--- config.mk ---
export PLATFORM = sky130hd
export DESIGN_NAME = fifo_rd_stream
export DESIGN_NICKNAME = d
export VERILOG_FILES = /design/src/rtl/fifo_rd_pkg.sv /design/src/rtl/fifo_rd_skid.sv /design/src/rtl/fifo_rd_stream.sv
export SDC_FILE = /design/constraint.sdc
export NUM_CORES = 1
export LEC_CHECK = 0
export CAP_MARGIN = 20
export CORE_MARGIN = 2
export CORE_UTILIZATION = 51
export DETAILED_ROUTE_END_ITERATION = 16
export GPL_TIMING_DRIVEN = 1
export PLACE_DENSITY = 0.81
export SYNTH_ARGS = -nofsm -noshare
export SYNTH_HDL_FRONTEND = slang
export SYNTH_SLANG_ARGS = --single-unit
export TNS_END_PERCENT = 100
--- constraint.sdc ---
create_clock -name clk -period 2.4 [get_ports clk]
set_input_delay 0.48 -clock clk [delete_from_list [all_inputs] [get_ports clk]]
set_output_delay 0.48 -clock clk [all_outputs]
set_load 0.005 [all_outputs]
--- src/rtl/fifo_rd_pkg.sv ---
// Shared constants and types for the FIFO read-side stream engine.
package fifo_rd_pkg;

    localparam int BUF_DEPTH = 2;

    // Buffer occupancy, 0..BUF_DEPTH.
    typedef logic [1:0] occ_t;

endpackage

--- src/rtl/fifo_rd_skid.sv ---
// Two-entry circular output buffer that absorbs the FIFO's registered read latency.
module fifo_rd_skid
    import fifo_rd_pkg::*;
#(
    parameter int width = 8
) (
    input  logic             clk,
    input  logic             rst,
    input  logic             wr,
    input  logic [width-1:0] wdata,
    input  logic             rd,
    output logic [width-1:0] rdata,
    output occ_t             count
);

    logic [width-1:0] buf_mem [BUF_DEPTH];
    logic             head;
    logic             tail;
    occ_t             count_nxt;

    always_comb begin
        count_nxt = count;
        case ({wr, rd})
            2'b10:   count_nxt = count + 2'd1;
            2'b01:   count_nxt = count - 2'd1;
            default: count_nxt = count;
        endcase
    end

    always_ff @(posedge clk or posedge rst) begin
        if (rst) begin
            for (int i = 0; i < BUF_DEPTH; i++) begin
                buf_mem[i] <= '0;
            end
            head  <= 1'b0;
            tail  <= 1'b0;
            count <= '0;
        end else begin
            // The issue rule guarantees a write never lands on the entry being read.
            if (wr) begin
                buf_mem[tail] <= wdata;
                tail          <= ~tail;
            end
            if (rd) begin
                head <= ~head;
            end
            count <= count_nxt;
        end
    end

    assign rdata = buf_mem[head];

endmodule

--- src/rtl/fifo_rd_stream.sv ---
// Drains the FIFO read port into a valid/ready stream at one word per cycle.
module fifo_rd_stream
    import fifo_rd_pkg::*;
#(
    parameter int width = 8
) (
    input  logic             clk,
    input  logic             rst,
    output logic             fifo_rd_en,
    input  logic [width-1:0] fifo_data_out,
    input  logic             fifo_empty,
    output logic             m_valid,
    input  logic             m_ready,
    output logic [width-1:0] m_data
);

    occ_t             count;
    occ_t             occupied;
    logic             inflight;
    logic             pop;
    logic [width-1:0] head_data;

    assign pop      = m_valid & m_ready;
    assign occupied = count + {1'b0, inflight};

    // A slot is free if buffer plus in-flight words leave room, or one drains this cycle.
    always_comb begin
        fifo_rd_en = 1'b0;
        if (!rst && !fifo_empty) begin
            fifo_rd_en = (occupied < 2'd2) || ((occupied == 2'd2) && pop);
        end
    end

    always_ff @(posedge clk or posedge rst) begin
        if (rst) begin
            inflight <= 1'b0;
        end else begin
            inflight <= fifo_rd_en;
        end
    end

    fifo_rd_skid #(
        .width (width)
    ) u_skid (
        .clk   (clk),
        .rst   (rst),
        .wr    (inflight),
        .wdata (fifo_data_out),
        .rd    (pop),
        .rdata (head_data),
        .count (count)
    );

    assign m_valid = (count != 2'd0);
    assign m_data  = head_data;

endmodule

==> impl_metrics.json, run 1 <==
{
  "status": "completed",
  "p_leak_uw": 0.000541,
  "synth_warnings": 0,
  "path_class": "reg2out",
  "drive_above_1_share_pct": 40.2,
  "floorplan.initialDensity_pct": 54.1,
  "track_usage_pct": 18.0,
  "top_layer": "met4",
  "nets": 107,
  "clock_sinks": 21,
  "die_w_um": 46.8,
  "h-tree-depth": 1,
  "slew_violations": 0,
  "rows": 15,
  "clockBufferDepth": 2,
  "place.gp.congestion": 0.756,
  "worstHoldPathType": "reg2reg",
  "num_vias": 573,
  "crit_arrival_ps": 1730,
  "rr_endpoint": "u_skid.count[1]",
  "path_delay_family": "flip-flops",
  "critPathMaxFanout": 9,
  "drc_errors": 0,
  "core_area_um2": 1730,
  "syn-num-nets": 78,
  "final_common_cell": "mux2_2",
  "worstRegToRegCells": 7,
  "firstDrtPassIters": 3,
  "synthesis.area_um2": 935,
  "final_cell_mix": "mux2_2 (24), dfrtp_1 (20), clkdlybuf4s50_1 (20)",
  "grt_overflow": 0,
  "drv_cap": 0,
  "cp-end-kind": "primary output",
  "synth_area_per_cell_um2": 14.6,
  "fin_setup_tns_ps": 0,
  "worst_slew_pin_slew_ps": 391,
  "grt_max_degree": 22,
  "cts_made_buffers": 3,
  "slowest_stage": "dfrtp_1",
  "drt-initial-drc-count": 6,
  "setup_violations": 0,
  "min_period_ps": 2210,
  "io_pins": 22,
  "hold_ws_ps": 516,
  "antenna_cells": 0,
  "antenna_left": 0,
  "wl_per_cell_um": 13.9,
  "required_ps": 1920,
  "routed_wl_mm": 1.63,
  "post-route-util_pct": 71.6,
  "clock_latency_ps": 300,
  "holdPathEnd": "u_skid.buf_mem[6]",
  "antenna_found_initial": 0,
  "reg2reg_slack_ps": 810,
  "seq_area_frac_synth_pct": 56.2,
  "cts_tree": "yes",
  "dr_wl_met3_um": 61,
  "worst_ir_drop_vdd_mv": 0.639,
  "synthCells": 64,
  "placement.io_buffers": 21,
  "route.layer.met1.wl_um": 683,
  "post-route-period-util_pct": 92.1,
  "grt_pass1_wl_mm": 2.68,
  "ys_types": 15,
  "r2r_start": "u_skid.count[0]",
  "die_h_um": 46.8,
  "fin_skew_ps": 8.97,
  "placed_area_um2": 1190,
  "critPathMaxStageDelay_ps": 600,
  "path_cells": "mux2_2 -> clkdlybuf4s50_1",
  "fillerInstances": 133,
  "path_depth": 2,
  "cts_root_buffer": "clkbuf_4",
  "dr_wl_met2_um": 860,
  "drt-vias-per-instance": 4.90,
  "grt_pass1_vias": 621,
  "worst-path-buf-inv": 1,
  "synth-seq-cells": 21,
  "max_freq_mhz": 452,
  "worstHoldPathCells": 1,
  "slew-limit-headroom_pct": 73.9,
  "powerDensity_nw_per_um2": 1270,
  "hold_viol_final": 0,
  "worstSetupStartpointType": "flip-flop",
  "rsz0062_at_grt": "false",
  "path_clk_slew_ps": 110,
  "hpwl_mm": 1.16,
  "fin_area_um2": 1240,
  "hp-start": "u_skid.buf_mem[6]",
  "areaGrowthSynthToFinish_pct": 32.3,
  "die-area_um2": 2190
}
==> cells by family after synthesis <==
family | count (synthesis) | share of synthesized area, %
AOI/OAI and AO/OA | 2 | 1.07
buffers and inverters | 4 | 1.74
DFF | 21 | 56.2
adders and majority gates | 2 | 2.68
muxes | 24 | 28.9
xor gates and xnor gates | 6 | 5.62
and+or+nand+nor | 5 | 3.75
==> registers in the layout, summed over array words and instances (netlist names) <==
register and flops:
u_skid.head 1, inflight 1, u_skid.count 2, u_skid.tail 1, u_skid.buf_mem 16
==> final cells by class <==
type | count | area (um^2) | share of cell area, %
sequential | 21 | 527 | 42.6
multi-input combinational | 39 | 398 | 32.2
timing repair buffer | 25 | 243 | 19.6
tap | 25 | 31.3 | 2.53
clock buffer | 4 | 26.3 | 2.13
inverter | 3 | 11.3 | 0.911
==> stage by stage <==
step | power (uW) | setup WS, ps | std cells
6_report | 1570 | 190 | 117
5_1_grt | 1690 | 100 | 117
3_5_place_dp | 1400 | -45.3 | 111
3_3_place_gp | 1360 | -9.92 | 111
4_1_cts | 1590 | 8.51 | 117
2_1_floorplan | 1060 | 828 | 64
==> worst register-to-register path: cells and delay by family (launching register included) <==
kind	cells	cell delay (ps)
xor+xnor	1	150
buf+inv	3	340
flops	1	440
compound gates	1	160
fa+ha+maj	1	300
simple gates	1	140
==> synthesized netlist by cell type <==
cell | number | area share (%)
nor2_4 | 1 | 1.2
inv_2 | 1 | 0.40
nor3b_1 | 1 | 0.80
inv_1 | 2 | 0.80
xnor2_1 | 3 | 2.8
nand2_2 | 1 | 0.67
ha_1 | 2 | 2.7
dfrtp_1 | 21 | 56
xor2_1 | 3 | 2.8
o21ai_0 | 1 | 0.53
o21ai_1 | 1 | 0.53
mux2_2 | 24 | 29
or2_2 | 1 | 0.67
buf_2 | 1 | 0.53
nor2_1 | 1 | 0.40
==> worst max path at each step <==
stage | start | to | slack (ps)
global route | u_skid.head | m_data[6] | 100
floorplan | u_skid.count[0] | fifo_rd_en | 830
CTS | u_skid.count[0] | fifo_rd_en | 9
detailed placement | m_ready | fifo_rd_en | -50
finish | u_skid.head | m_data[0] | 190
global placement | m_ready | fifo_rd_en | -10
==> metal layers <==
layer	vias up	track usage, %
met3	4	2.31
met1	282	22.2
met4	0	8.33
li1	273	-
met5	-	0
met2	14	31.5
==> where the power goes <==
| part | total (uW) | switching, uW | internal, uW |
|---|---|---|---|
| Combinational | 743 | 225 | 519 |
| Sequential | 660 | 126 | 533 |
| Clock | 166 | 101 | 64.8 |
| Total | 1570 | 452 | 1120 |
==> repair_timing <==
action | 4_1_cts | 5_1_grt
buffers inserted | 2 | 0
hold buffers | 0 | 0
endpoints found under the setup margin | 1 | 1
gates resized for setup | 2 | 1
cloned | 0 | 0
No activity file was read; power rests on OpenSTA's default activity.
==> run 2, diff against run 1 <==
TNS_END_PERCENT = 5   (was 100)
==> results of run 2 <==
Same layout as run 1: the final DEF is identical, and so are final timing and power.
